[config.mk]
export PLATFORM = sky130hd
export DESIGN_NAME = output_deskewer
export DESIGN_NICKNAME = d
export VERILOG_FILES = /design/src/rtl/output_deskewer.sv
export SDC_FILE = /design/constraint.sdc
export NUM_CORES = 1
export LEC_CHECK = 0
export ABC_AREA = 0
export CAP_MARGIN = 20
export CORE_MARGIN = 2
export CORE_UTILIZATION = 56
export CTS_CLUSTER_DIAMETER = 50
export DETAILED_ROUTE_END_ITERATION = 16
export PLACE_DENSITY_LB_ADDON = 0.12
export SLEW_MARGIN = 10
export SYNTH_ARGS = -nofsm -noshare
export SYNTH_HDL_FRONTEND = slang
export SYNTH_SLANG_ARGS = --single-unit
[constraint.sdc]
create_clock -name clk -period 3.4 [get_ports clk]
set_input_delay 0.68 -clock clk [delete_from_list [all_inputs] [get_ports clk]]
set_output_delay 0.68 -clock clk [all_outputs]
set_load 0.01 [all_outputs]
[src/rtl/output_deskewer.sv]
// Deskews the systolic array's output stream: lane i is delayed so every lane of a
// result row leaves on the same cycle, rows are counted and lane misalignment is flagged.
//
// state   | meaning
// IDLE    | waiting for the first aligned row of a result matrix
// COLLECT | first row seen, counting rows until the last one of the matrix
module output_deskewer #(
    parameter int MATRIX_SIZE = 4,
    parameter int DATA_SIZE   = 32
) (
    input  logic                                    clk,
    input  logic                                    reset,
    input  logic                                    enable_in,
    input  logic                                    clear,
    input  logic [MATRIX_SIZE-1:0][DATA_SIZE-1:0]   data_skewed,
    input  logic [MATRIX_SIZE-1:0]                  valid_skewed,
    output logic [MATRIX_SIZE-1:0][DATA_SIZE-1:0]   data_aligned,
    output logic                                    valid_out,
    output logic [$clog2(MATRIX_SIZE)-1:0]          row_idx,
    output logic                                    done,
    output logic                                    err_misalign
);

    localparam int IDX_W = $clog2(MATRIX_SIZE);
    localparam logic [IDX_W-1:0] LAST_ROW = IDX_W'(MATRIX_SIZE - 1);

    typedef enum logic {
        IDLE    = 1'b0,
        COLLECT = 1'b1
    } state_t;

    logic [MATRIX_SIZE-1:0]                  av;
    logic [MATRIX_SIZE-1:0][DATA_SIZE-1:0]   ad;
    logic                                    row_ok;
    logic                                    row_mix;

    state_t             state, state_nxt;
    logic [IDX_W-1:0]   cnt, cnt_nxt;
    logic [IDX_W-1:0]   row_idx_nxt;
    logic               done_nxt;

    // Lane i waits MATRIX_SIZE-1-i cycles; the last lane feeds the output register directly.
    for (genvar i = 0; i < MATRIX_SIZE; i++) begin : g_lane
        localparam int DEPTH = MATRIX_SIZE - 1 - i;
        if (DEPTH == 0) begin : g_pass
            assign av[i] = valid_skewed[i];
            assign ad[i] = data_skewed[i];
        end else begin : g_dly
            logic [DEPTH-1:0]                v_sr;
            logic [DEPTH-1:0][DATA_SIZE-1:0] d_sr;

            always_ff @(posedge clk or negedge reset) begin
                if (!reset) begin
                    v_sr <= '0;
                    d_sr <= '0;
                end else if (enable_in) begin
                    v_sr[0] <= valid_skewed[i];
                    d_sr[0] <= data_skewed[i];
                    for (int k = 1; k < DEPTH; k++) begin
                        v_sr[k] <= v_sr[k-1];
                        d_sr[k] <= d_sr[k-1];
                    end
                end
            end

            assign av[i] = v_sr[DEPTH-1];
            assign ad[i] = d_sr[DEPTH-1];
        end
    end

    assign row_ok  = &av;
    assign row_mix = (|av) & ~row_ok;

    always_ff @(posedge clk or negedge reset) begin
        if (!reset) begin
            data_aligned <= '0;
            valid_out    <= 1'b0;
        end else if (enable_in) begin
            data_aligned <= ad;
            valid_out    <= row_ok;
        end
    end

    always_ff @(posedge clk or negedge reset) begin
        if (!reset) begin
            err_misalign <= 1'b0;
        end else if (clear) begin
            err_misalign <= 1'b0;
        end else if (enable_in && row_mix) begin
            err_misalign <= 1'b1;
        end
    end

    always_ff @(posedge clk or negedge reset) begin
        if (!reset) begin
            state   <= IDLE;
            cnt     <= '0;
            row_idx <= '0;
            done    <= 1'b0;
        end else begin
            state   <= state_nxt;
            cnt     <= cnt_nxt;
            row_idx <= row_idx_nxt;
            done    <= done_nxt;
        end
    end

    // cnt is the index the next accepted row will carry; row_idx labels the row now on the output.
    always_comb begin
        state_nxt   = state;
        cnt_nxt     = cnt;
        row_idx_nxt = row_idx;
        done_nxt    = done;
        if (clear) begin
            state_nxt   = IDLE;
            cnt_nxt     = '0;
            row_idx_nxt = '0;
            done_nxt    = 1'b0;
        end else if (!enable_in) begin
            done_nxt = 1'b0;
        end else begin
            done_nxt = 1'b0;
            if (row_ok) begin
                case (state)
                    IDLE: begin
                        row_idx_nxt = '0;
                        cnt_nxt     = IDX_W'(1);
                        state_nxt   = COLLECT;
                    end
                    COLLECT: begin
                        row_idx_nxt = cnt;
                        if (cnt == LAST_ROW) begin
                            done_nxt  = 1'b1;
                            cnt_nxt   = '0;
                            state_nxt = IDLE;
                        end else begin
                            cnt_nxt = cnt + 1'b1;
                        end
                    end
                    default: begin
                        state_nxt = IDLE;
                        cnt_nxt   = '0;
                    end
                endcase
            end
        end
    end

endmodule

# Word-level counts from Yosys, hierarchy flattened

Cells that the tools add are included.

Bits in registers: 334
Input port bits: 136
Output and inout port bits: 133
Word-level logic and storage cells: 52

$add $sub $neg: 1
Equal/unequal tests: 1
Multiplexer cells: 21
Bitwise operators: 3
Reductions and logical operators: 7

Operator list:

| operator                                                      | count |
|---|---|
| 2-bit 2-to-1 mux                                              | 7 |
| 1-bit 2-to-1 mux                                              | 11 |
| 2-bit one-hot mux with 2 select lines                         | 2 |
| 2-bit nonzero test                                            | 3 |
| 4-bit AND reduction                                           | 1 |
| 4-bit OR reduction                                            | 1 |
| 2-bit by 1-bit adder with 2-bit output, second input constant | 1 |
| 2-bit equality test, second input constant                    | 1 |
| 1-bit inverter                                                | 2 |
| 1-bit one-hot mux with 2 select lines                         | 1 |
| 2-bit AND reduction                                           | 1 |
| 1-bit AND                                                     | 1 |
| 1-bit logical AND                                             | 1 |

# Longest topological paths before layout

Word-level depth: 6
Depth in mapped cells: 5
Depth with buffers taken out: 4

# Least setup slack after synthesis

OpenSTA, ideal clock, no wires.

Path type: input to register
Start point: input enable_in
End point: register g_lane[0].g_dly.d_sr (netlist bit ad[0])
Setup time: 0.125 ns
Data arrival time: 1.439 ns
Required time: 3.275 ns
Slack: 1.836 ns
Cell stages on the path: 4
Path buffers: 3
Cells stage by stage: buf_4 buf_6 buf_6 mux2_4

RTL lines:

| what                          | line | source |
|---|---|---|
| start, declared               | 13   | `input logic enable_in,` |
| end signal, assigned by index | 61   | `d_sr[k] <= d_sr[k-1];` |
| end, declared                 | 50   | `logic [DEPTH-1:0][DATA_SIZE-1:0] d_sr;` |

No word-level cell between the ends.

# Final worst setup path

Start point: register data_aligned[9] (netlist name)
End point: output data_aligned[9] (netlist name)

RTL lines:

| what                   | line | source |
|---|---|---|
| start, declared        | 17   | `output logic [MATRIX_SIZE-1:0][DATA_SIZE-1:0] data_aligned,` |
| start signal, assigned | 76   | `data_aligned <= '0;` |
| start signal, assigned | 79   | `data_aligned <= ad;` |

No word-level cell between the ends.

==> impl_metrics.tcl <==
set metrics [dict create \
    run_status "complete, no violations" \
    report.power.total_mw 10.9 \
    synth_top_area_share_pct 61.9 \
    design.die.area_um2 25400 \
    drcViolationCount 0 \
    post_cts.resized_instances 0 \
    gp_congestion 0.756 \
    finalWorstPathRequiredPeriod_ns 2.15 \
    wirelength_um 25100 \
    drtIter0Drc 404 \
    syn_area_per_cell_um2 18.7 \
    synth_seq_cells 334 \
    post_cts.repair.setup_buffers 0 \
    globalRouteOverflowTotal 0 \
    insertion_delay_ns 0.50 \
    clockPowerShare_pct 36.5 \
    unrepaired_setup_endpoints_after_global_routing "no" \
    yosys.area_share.adder_pct 0.0926 \
    critical_path_class "reg -> out" \
    setup_violations 0 \
    clk_pin_slew_ns 0.06 \
    first_pass_grt_wire_length_um 41400 \
    ff2ff_path_depth 3 \
    yosys-mux-area-fraction_pct 34.3 \
    detail_route.wl_per_cell_um 18.5 \
    setup-tns-final_ns 0 \
    p_switching_mw 2.51 \
    cts_stage_hold_buffer_count 0 \
    cts_buffer_depth 3 \
    post-route-util_pct 74.9 \
    worst_rel_slew_slack_pct 53.3 \
    netlist-cell-type-count 19 \
    io-pin-count 269 \
    switching_share_pct 23.1 \
    coreArea_um2 23600 \
    clock_sinks 334 \
    post_route_cells_drive_above_1_share_pct 39.0 \
    cp.buffers_inverters 1 \
    hold_viol_final 0 \
    io_buffers 268 \
    cp_slowest_stage_delay_ns 0.62 \
    dieHeight_um 159 \
    timing.critical_path.fanout_max 2 \
    track_usage_pct 20.1 \
    routed-via-count 6868 \
    timing.critical_path.required_ns 2.72 \
    cts_max_level 2 \
    critical_path.endpoint_type "output port" \
    crit_chain "clkdlybuf4s50_1" \
    cts_root_buf "clkbuf_16" \
    worst_slew_pin_slew_ns 0.701 \
    post_route_clock_period_utilization_pct 63.3 \
    worstPathArrival_ns 1.47 \
    clock_skew_ns 0.0132 \
    syn2layout_area_growth_pct 30.9 \
    ys_seq_area_share_pct 61.9 \
    std_cell_rows 56 \
    fmaxAchievable_ghz 0.464 \
    pin_count_of_the_biggest_net_entering_global_routing 88 \
    leakage_nw 8.11 \
    first_global_vias 7489 \
    post_synth_main_area_contributors "dfrtp_1 62%, mux2_4 28%, mux2_2 6.1%" \
    antenna_found_initial 1 \
    drtAntennaViolNets 0 \
    post-synth-top-area-cell "dfrtp_1" \
    crit_slowest_cell "clkdlybuf4s50_1" \
    postSynthCellCount 724 \
    power-per-cell-area_nw_per_um2 614 \
    slew_violations 0 \
    hpwlAfterDp_um 16700 \
    postSynthNetCount 861 \
    power_frac_comb_pct 18.3 \
    detail_route.vias_per_cell 5.06 \
    post_synthesis_share_of_cell_area_spent_on_and_or_nand_and_nor_gates_pct 0.565 \
    start_util_pct 57.2 \
    yosys_warnings 0 \
    post_synth_instance_area_um2 13500 \
    critical_path_cell_count 1 \
    startpoint_kind_of_the_worst_setup_timing_path "register" \
    hold_path.class "in -> async" \
    internal_power_mw 8.35 \
    p_seq_share_pct 45.2 \
    tritoncts.num_buffers 37 \
    finalNetCount 1148 \
    compound_gate_portion_of_the_synthesized_area_pct 0.380 \
    first_pass_iters 4 \
    worst_path_dominant_cell_family "buffers and inverters" \
    main_combinational_cell_family_by_area_after_synthesis "multiplexers" \
    synth_area_in_xor_xnor_pct 0 \
    cap_violations 0 \
    max-vdd-ir-drop_v 0.000402 \
    clock_tree_from_tritoncts "yes" \
    dieWidth_um 159 \
]
-- stage by stage --
stage	hold WS, ns	area, um^2	setup slack [ns]	instances
floorplan	0.384	13500	1.84	724
global placement	0.482	16500	1.35	1291
detailed placement	0.491	16500	1.34	1291
CTS	0.192	17700	1.23	1357
global route	0.207	17700	1.21	1357
finish	0.155	17700	1.25	1358
-- cell families (layout without fill, tap and decap cells) --
kind of cell               count (synthesis)  in the layout
other                                      0              1
muxes                                    327            327
adders and majority gates                  1              1
and+or+nand+nor                           13             13
AOI/OAI and AO/OA                         10             10
DFF                                      334            334
buffers and inverters                     39            353
-- registers in the layout, summed over array words and instances, names as in the netlist --
signal	flops
g_lane.g_dly.v_sr	6
row_idx	2
data_aligned	128
state	1
valid_out	1
err_misalign	1
cnt	2
ad	64
done	1
g_lane.g_dly.d_sr	128
-- synth_stat cells (all sizes together) --
cell      n
ha        1
nor2      1
a21oi     5
nand4     4
a31oi     1
nand2     1
mux2    327
or4       1
buf      37
nor3      4
o21ai     4
inv       1
and4      1
nor4      1
dfrtp   334
clkbuf    1
-- layer usage --
layer,share of wire (%),track usage (%)
met5,0,0
met4,1.4,4.26
met3,7.5,6.28
met2,46,31.3
met1,46,28.2
-- power by group through the flow --
stage / Clock [mW] / Sequential (mW) / Combinational (mW)
after floorplan: 0 / 5.01 / 0.974
after global placement: 0 / 4.94 / 1.96
after detailed placement: 0 / 4.97 / 2.01
after CTS: 4.08 / 4.91 / 2.02
after global routing: 4.25 / 4.98 / 2.11
final: 3.97 / 4.91 / 1.99
-- path summary, 6_finish.rpt --
kind                                           from                  endpoint  slack [ns]
setup / recovery                    data_aligned[9]           data_aligned[9]        1.25
hold / removal                                reset  g_lane[1].g_dly.d_sr[11]        0.16
setup reg to reg            g_lane[0].g_dly.v_sr[2]              err_misalign        2.11
hold reg to reg            g_lane[1].g_dly.d_sr[18]                    ad[50]        0.49
max in group asynchronous                     reset          data_aligned[18]        2.34
min in group clk           g_lane[1].g_dly.d_sr[18]                    ad[50]        0.49
-- final cells by class --
cell class                 count  area, um^2
sequential                   334        8360
fill                        1460        5920
multi-input combinational    351        4780
timing repair buffer         286        2920
clock buffer                  57        1120
tap                          319         399
clock inverter                 9         113
inverter                       1        3.75
antenna                        1        2.50
-- worst register-to-register path, cell delays in order, from the launching register on --
cell and delay (ns):
dfrtp_1 0.41, or4_1 0.53, a31oi_1 0.18, nor2_1 0.05
-- placed cells by master (no fill, tap or decap), drive strengths merged, types with 2 or more instances in the layout --
cell type      instances
dfrtp                334
mux2                 327
clkdlybuf4s50        266
clkbuf                57
buf                   20
a21oi                  5
nand4                  4
o21ai                  4
nor3                   4
clkinv                 4
inv                    3
bufinv                 2
(Power assumes the default switching activity.)
